**src/rtl/tdm_mux8_serializer_pkg.sv**
```systemverilog
// Shared constants for the TDM 8-channel serializer and its matching demux.
// Holds the channel geometry, the FSM encoding and the frame-boundary indices.
package tdm_mux8_serializer_pkg;

    localparam int N_CH  = 8;
    localparam int SEL_W = $clog2(N_CH);

    typedef enum logic {
        IDLE  = 1'b0,
        SHIFT = 1'b1
    } state_t;

    // Channel indices that mark the frame boundaries on the link.
    localparam int FIRST_SEL = 0;
    localparam int LAST_SEL  = N_CH - 1;

endpackage

```
**src/rtl/tdm_sel_counter.sv**
```systemverilog
// Wrapping channel-index counter for the TDM serializer.
// N_CH is a power of two, so the natural SEL_W-bit rollover gives the wrap.
module tdm_sel_counter #(
    parameter int N_CH  = 8,
    parameter int SEL_W = $clog2(N_CH)
) (
    input  logic             clk,
    input  logic             rst_n,
    input  logic             clr,
    input  logic             inc,
    output logic [SEL_W-1:0] cnt,
    output logic             last
);

    logic [SEL_W-1:0] cnt_reg;

    always_ff @(posedge clk or negedge rst_n) begin
        if (!rst_n) begin
            cnt_reg <= '0;
        end else if (clr) begin
            cnt_reg <= '0;
        end else if (inc) begin
            cnt_reg <= cnt_reg + 1'b1;
        end
    end

    assign cnt  = cnt_reg;
    assign last = (cnt_reg == SEL_W'(N_CH - 1));

endmodule

```
**src/rtl/tdm_mux8_serializer.sv**
```systemverilog
// Serializes an N_CH-bit channel word onto one line, LSB first, tagging each
// bit with its channel index; back-to-back frames run without a gap cycle.
module tdm_mux8_serializer #(
    parameter int N_CH  = tdm_mux8_serializer_pkg::N_CH,
    parameter int SEL_W = tdm_mux8_serializer_pkg::SEL_W
) (
    input  logic             clk,
    input  logic             rst_n,
    input  logic             en,
    input  logic             load,
    input  logic [N_CH-1:0]  din,
    output logic             ready,
    output logic             out,
    output logic [SEL_W-1:0] sel,
    output logic             valid,
    output logic             frame_start,
    output logic             done
);

    import tdm_mux8_serializer_pkg::*;

    state_t           state_reg;
    state_t           state_next;
    logic [N_CH-1:0]  hold_reg;
    logic [SEL_W-1:0] cnt;
    logic             last;
    logic             fire;
    logic             accept;

    logic             out_reg;
    logic [SEL_W-1:0] sel_reg;
    logic             valid_reg;
    logic             frame_start_reg;
    logic             done_reg;

    tdm_sel_counter #(
        .N_CH  (N_CH),
        .SEL_W (SEL_W)
    ) u_sel_counter (
        .clk   (clk),
        .rst_n (rst_n),
        .clr   (accept),
        .inc   (fire & ~accept),
        .cnt   (cnt),
        .last  (last)
    );

    always_ff @(posedge clk or negedge rst_n) begin
        if (!rst_n) begin
            state_reg <= IDLE;
        end else begin
            state_reg <= state_next;
        end
    end

    // ready opens in the last beat of a frame so the next word can follow
    // immediately; load itself never feeds back into ready.
    always_comb begin
        state_next = state_reg;
        ready      = 1'b0;
        fire       = 1'b0;
        case (state_reg)
            IDLE: begin
                ready = 1'b1;
                if (load) begin
                    state_next = SHIFT;
                end
            end
            SHIFT: begin
                if (en) begin
                    fire = 1'b1;
                    if (last) begin
                        ready      = 1'b1;
                        state_next = load ? SHIFT : IDLE;
                    end
                end
            end
            default: begin
                state_next = IDLE;
            end
        endcase
    end

    assign accept = load & ready;

    always_ff @(posedge clk or negedge rst_n) begin
        if (!rst_n) begin
            hold_reg <= '0;
        end else if (accept) begin
            hold_reg <= din;
        end
    end

    // The mux reads the old hold_reg on a back-to-back edge, so the last bit
    // of the outgoing frame is emitted while the new word is captured.
    always_ff @(posedge clk or negedge rst_n) begin
        if (!rst_n) begin
            out_reg         <= 1'b0;
            sel_reg         <= '0;
            valid_reg       <= 1'b0;
            frame_start_reg <= 1'b0;
            done_reg        <= 1'b0;
        end else begin
            valid_reg       <= fire;
            frame_start_reg <= fire & (cnt == SEL_W'(FIRST_SEL));
            done_reg        <= fire & last;
            if (fire) begin
                out_reg <= hold_reg[cnt];
                sel_reg <= cnt;
            end
        end
    end

    assign out         = out_reg;
    assign sel         = sel_reg;
    assign valid       = valid_reg;
    assign frame_start = frame_start_reg;
    assign done        = done_reg;

endmodule

```
**config.mk**
```make
export PLATFORM = sky130hd
export DESIGN_NAME = tdm_mux8_serializer
export DESIGN_NICKNAME = d
export VERILOG_FILES = /design/src/rtl/tdm_mux8_serializer_pkg.sv /design/src/rtl/tdm_sel_counter.sv /design/src/rtl/tdm_mux8_serializer.sv
export SDC_FILE = /design/constraint.sdc
export NUM_CORES = 1
export LEC_CHECK = 0
export CORE_MARGIN = 5
export CORE_UTILIZATION = 47
export CTS_CLUSTER_SIZE = 25
export DETAILED_ROUTE_END_ITERATION = 10
export PLACE_DENSITY = 0.76
export SYNTH_ARGS = -nofsm -noshare
export SYNTH_HDL_FRONTEND = slang
export SYNTH_SLANG_ARGS = --single-unit
```
**constraint.sdc**
```tcl
create_clock -name clk -period 2.35 [get_ports clk]
set_clock_uncertainty 0.2 [all_clocks]
set_input_delay 0.705 -clock clk [delete_from_list [all_inputs] [get_ports clk]]
set_output_delay 0.705 -clock clk [all_outputs]
set_load 0.02 [all_outputs]
```
==> results of run 1 <==
[Yosys cell counts, drive strengths merged]
cell    instances  area, um^2
and3            1       6.260
and2            1       8.760
ha              3       37.54
inv             3       11.26
nor2            1       3.750
a21bo           1       16.27
o21ai           3       15.01
nand2           6       22.52
mux2i           4       40.04
clkbuf          1       3.750
mux2            9       127.6
or2b            1       7.510
mux4            1       22.52
nor3b           1       7.510
xnor2           1       8.760
a21oi           2       10.01
nand3           2       10.01
buf             2       18.77
dfrtp          19       475.5
[repair_timing]
action,CTS,global route
endpoints found under the setup margin,1,1
pin swaps,0,1
gates resized for setup,8,2
[stage by stage]
stage                     hold slack, ps  utilization  total power (uW)  TNS, ps
after floorplan                    209.4            -             909.2        0
after global placement             261.3       0.6355              1099   -873.5
after detailed placement           274.6       0.6355              1126   -980.8
after CTS                          298.0       0.6514              1290        0
after global routing               331.0       0.6594              1376        0
final                              291.2       0.6594              1286        0
[logic make-up after synthesis]
group                      share of synthesized area
AOI/OAI and AO/OA                            0.04839
xor gates and xnor gates                     0.01027
buffers and inverters                        0.03959
DFF                                           0.5572
and+or+nand+nor                              0.07772
muxes                                         0.2229
adders and majority gates                    0.04399
[cell usage in the layout (no fill, tap or decap), types with 2 or more instances in the layout]
cell              n
dfrtp_1          19
nand3_1           2
mux2_2            2
clkbuf_4          3
nand2_1           6
inv_1             3
buf_4             6
o21ai_0           2
mux2_4            7
a21oi_1           2
clkdlybuf4s50_1  17
mux2i_1           4
[area by class of cell]
type	count	area, um^2	share of cell area
repair buffers	25	235.2	0.2066
multi-input cells	37	359.1	0.3154
well taps	25	31.28	0.02747
flip-flops and latches	19	475.5	0.4176
inverters	3	11.26	0.009890
clock buffers	4	26.28	0.02308
[worst reg2reg max path, cell delays in order, from the launching register on]
cell and delay, ps:
dfrtp_1 410, ha_2 210, ha_4 160, a21bo_4 200, buf_4 130, and2_4 210
mux2_4 320
[power by group]
| group | leakage [uW] | internal, uW | switching (uW) | total [uW] |
|---|---|---|---|---|
| Combinational | 0.000277 | 353 | 234 | 586 |
| Sequential | 0.000233 | 460 | 78.9 | 539 |
| Clock | 0.0000150 | 66.0 | 94.0 | 160 |
[worst paths after layout]
| kind | cells after the start | endpoint | slack [ps] | from |
|---|---|---|---|---|
| max | 4 | ready | 60 | u_sel_counter.cnt[1] |
| min | 2 | sel[0] | 290 | sel[0] |
| max reg2reg | 6 | hold_reg[3] | 410 | u_sel_counter.cnt[1] |
| min reg2reg | 2 | sel[0] | 290 | sel[0] |
| max in group asynchronous | 2 | u_sel_counter.cnt[1] | 1210 | rst_n |
| min in group asynchronous | 2 | sel[0] | 550 | rst_n |
[metal layers]
metal	wire length [um]	part of all wire	global-route usage	up-vias
li1	-	-	-	265
met1	618	0.43	0.1516	272
met2	732	0.50	0.2066	16
met3	81	0.056	0.04274	4
met4	21	0.014	0.05106	0
met5	0	0	0	-
==> impl_metrics.yaml, run 1 <==
clock_tree:
  clk_pin_slew_worst_paths_ps: 100
  numClockSinks: 19
  clockBufferDepth: 2
  cts_setup_buffers: 0
  root_buffer: "clkbuf_4"
  htree_levels: 1
  cts_tree: "yes"
  hold_buffers: 0
  numCtsBuffers: 3
  clk_latency_ps: 290
setup_path:
  crit_family: "flip-flops"
  path_cells: "ha_2 -> ha_4 -> a21bo_4 -> buf_6"
  crit_arrival_ps: 1390
  required_ps: 1440
  critical_path.max_fanout: 2
  cp-end-kind: "output pin"
  slowest_delay_ps: 410
  critPathBufInv: 1
  crit_type: "flip-flop to output pin"
  slowest_stage: "dfrtp_1"
  cp-start-kind: "flip-flop"
route:
  wl_per_cell_um: 12.87
  drt-initial-drc-count: 3
  firstDrtPassIters: 4
  routed_via_density: 4.929
  routed_wl_um: 1454
  drtAntennaViolNets: 0
  route.vias.total: 557
  drc_errors: 0
floorplanning:
  core_area_um2: 1727
  dieArea_um2: 2768
  rows: 15
  start_util: 0.4942
  pin_count: 20
  fp.dieW_um: 52.61
  die_y_um: 52.61
power_and_ir_drop:
  vdd_drop_max_uv: 648.4
  power_leakage_uw: 0.0005245
  powerDensity_nw_per_um2: 1129
synthesis:
  syn_avg_cell_area_um2: 13.76
  synth_cell_types: 22
  ys_seq_elements: 19
  synth_warnings: 0
  yosysSeqAreaShare: 0.5572
  synth_cells: 62
  syn_area_um2: 853.3
  synth_nets: 77
global_route:
  grt_pass1_wl_um: 2490
  grt_overflow: 0
  track_usage: 0.1267
  grt_pass1_vias: 552
  antenna_found_initial: 0
  grt_max_degree: 20
sta:
  tightestPinTransition_ps: 238.6
  timing.final.crit_share: 0.9759
  fin_ws_ps: 56.53
  relSlewSlack: 0.8409
  rsz0062_at_grt: "false"
  setup_viol: 0
  slew_violations: 0
  max_clock_freq_ghz: 0.4360
  fin_crit_ps: 2293
  hold_viol: 0
layout:
  nets: 104
  design_area_um2: 1139
  layout.filler_cells: 152
  drive_gt1_frac: 0.2727
  syn2layout_area_growth_pct: 33.43
  diodes: 0
  largest_reg_flops: 8
  instances_no_fill: 113
placed_design:
  placed_cells: 109
  finalWeightedCongestion: 0.7025
  dp_hpwl_um: 1120
  place_area_um2: 1097
  port_buffers: 19
  place_ws_ps: -545.8
flow_run:
  maxCapViolCount: 0
worst_hold_path:
  min_path_type: "flip-flop to flip-flop"
outcome:
  status: "complete, no violations"
No activity file was read; power rests on OpenSTA's default activity.
==> inputs of run 2 (changes only) <==
Settings changed: CTS_CLUSTER_SIZE 25 to 8.
==> results of run 2 <==
Final layout, timing and power as in run 1 (identical DEF).
==> inputs of run 3 (changes only) <==
Settings changed: GPL_ROUTABILITY_DRIVEN set to 0, HOLD_SLACK_MARGIN set to 0.02, PLACE_DENSITY 0.76 to 0.73.
==> run 3 against run 2 <==
Compared with the run above:
- routed wire length down 4.1%
- via count down 2.9%
- sequential share of layout area down 0.45 points
- critical endpoint unchanged
==> impl_metrics.yaml, run 3 (synthesis gave the netlist of run 1 again) <==
layout:
  syn2layout_area_growth_pct: 34.90
  largest_reg_flops: 8
  diodes: 0
  drive_gt1_frac: 0.2967
  mostFrequentLayoutCell: "dfrtp_1"
  nets: 107
  layout.filler_cells: 130
  design_area_um2: 1151
  final_cell_mix: "dfrtp_1 (19), clkdlybuf4s50_1 (17), buf_4 (9), mux2_4 (7), nand2_1 (6)"
setup_path:
  critPathBufInv: 1
  path_common_cell: "ha_2"
  slowest_delay_ps: 400
  crit-reg2reg-launch: "u_sel_counter.cnt[1]"
  r2r_slack_ps: 540
  crit_arrival_ps: 1380
  cp-end-kind: "output pin"
  slowest_stage: "dfrtp_1"
  r2r_end: "hold_reg[1]"
  required_ps: 1440
  path_cells: "ha_2 -> ha_2 -> a21bo_4 -> buf_6"
  crit_family: "flip-flops"
  critical_path.max_fanout: 3
  reg2reg_depth: 5
  crit_type: "flip-flop to output pin"
  cp-start-kind: "flip-flop"
power_and_ir_drop:
  vdd_drop_max_uv: 539.1
  switching_share: 0.3065
  switching_power_uw: 397.0
  powerDensity_nw_per_um2: 1125
  clkPwrFrac: 0.120
  seqPwrFrac: 0.413
  combPwrFrac: 0.467
  p_total_uw: 1295
  power_leakage_uw: 0.0005375
  p_int_uw: 898.3
route:
  firstDrtPassIters: 4
  drt-initial-drc-count: 5
  drtAntennaViolNets: 0
  routed_wl_um: 1395
  wl_per_cell_um: 12.03
  route.vias.total: 541
  routed_via_density: 4.664
  drc_errors: 0
placed_design:
  place_area_um2: 1097
  port_buffers: 19
  dp_hpwl_um: 1074
worst_hold_path:
  min_path_cells: 2
  min_path_type: "flip-flop to flip-flop"
  hold_end: "sel[1]"
  hold_start: "sel[1]"
floorplanning:
  dieArea_um2: 2768
  start_util: 0.4942
  core_area_um2: 1727
  fp.dieW_um: 52.61
  rows: 15
  pin_count: 20
  die_y_um: 52.61
clock_tree:
  cts_tree: "yes"
  numCtsBuffers: 3
  root_buffer: "clkbuf_4"
  htree_levels: 1
  clk_latency_ps: 280
  hold_buffers: 0
  numClockSinks: 19
  clk_pin_slew_worst_paths_ps: 100
  clockBufferDepth: 2
global_route:
  grt_pass1_vias: 542
  grt_pass1_wl_um: 2484
  track_usage: 0.1216
  grt_max_degree: 20
  antenna_found_initial: 0
  grt_overflow: 0
sta:
  timing.final.crit_share: 0.9736
  fin_crit_ps: 2288
  rsz0062_at_grt: "false"
  max_clock_freq_ghz: 0.4371
  tightestPinTransition_ps: 235.9
  hold_viol: 0
  relSlewSlack: 0.8427
  slew_violations: 0
  setup_viol: 0
outcome:
  status: "complete, no violations"
flow_run:
  maxCapViolCount: 0
## run 3: changes by cell type in the layout (fill, tap and decap cells not counted), sizes merged
cell	previous run	this run
buf	7	10
## run 3: how the worst max path moves through the flow
stage	startpoint	to	slack [ps]	cells past startpoint
after floorplan	u_sel_counter.cnt[1]	hold_reg[0]	430	6
after global placement	en	ready	-480	3
after detailed placement	en	ready	-490	3
after CTS	u_sel_counter.cnt[0]	ready	20	4
after global routing	u_sel_counter.cnt[1]	ready	2	4
final	u_sel_counter.cnt[1]	ready	60	4
## run 3: worst reg2reg max path: cells and delay by family (launching register included)
kind | cells | cell delay [ps]
flops | 1 | 400
fa+ha+maj | 2 | 360
mux | 1 | 310
simple gates | 1 | 220
compound gates | 1 | 210
## run 3: timing repair
item,CTS,global route
setup endpoints to repair,1,1
resized for setup,7,2
setup buffers,2,1
pin swaps,0,1
## run 3: area by class of cell
cell class                      instances  area [um^2]  share of cell area
Multi-Input combinational cell         37        349.1              0.3033
Tap cell                               25        31.28             0.02717
Inverter                                3        11.26            0.009783
Clock buffer                            4        26.28             0.02283
Sequential cell                        19        475.5              0.4130
Timing Repair Buffer                   28        257.7              0.2239
## run 3: layer usage
layer / vias to the layer above / global-route usage / wire length [um] / share of wire
met5: - / 0 / 0 / 0
met4: 0 / 0.05106 / 17 / 0.012
met3: 2 / 0.01994 / 58 / 0.042
met2: 13 / 0.1901 / 678 / 0.49
met1: 257 / 0.1652 / 640 / 0.46
li1: 269 / - / - / -
## run 3: through the flow
step                      setup TNS, ps  setup slack, ps  cells  hold WS [ps]    util
after floorplan                       0            433.2     62         209.4       -
after global placement           -484.3           -484.3    109         263.1  0.6355
after detailed placement         -486.6           -486.6    109         269.6  0.6355
after CTS                             0            23.91    115         292.6  0.6587
after global routing                  0            2.053    116         332.5  0.6667
final                                 0            62.11    116         284.0  0.6667
## run 3: power by group through the flow
stage          sequential [uW]  combinational, uW  clock, uW
2_1_floorplan              581                328          0
6_report                   535                605        155
4_1_cts                    534                596        160
5_1_grt                    553                660        180
3_5_place_dp               543                568          0
3_3_place_gp               534                559          0
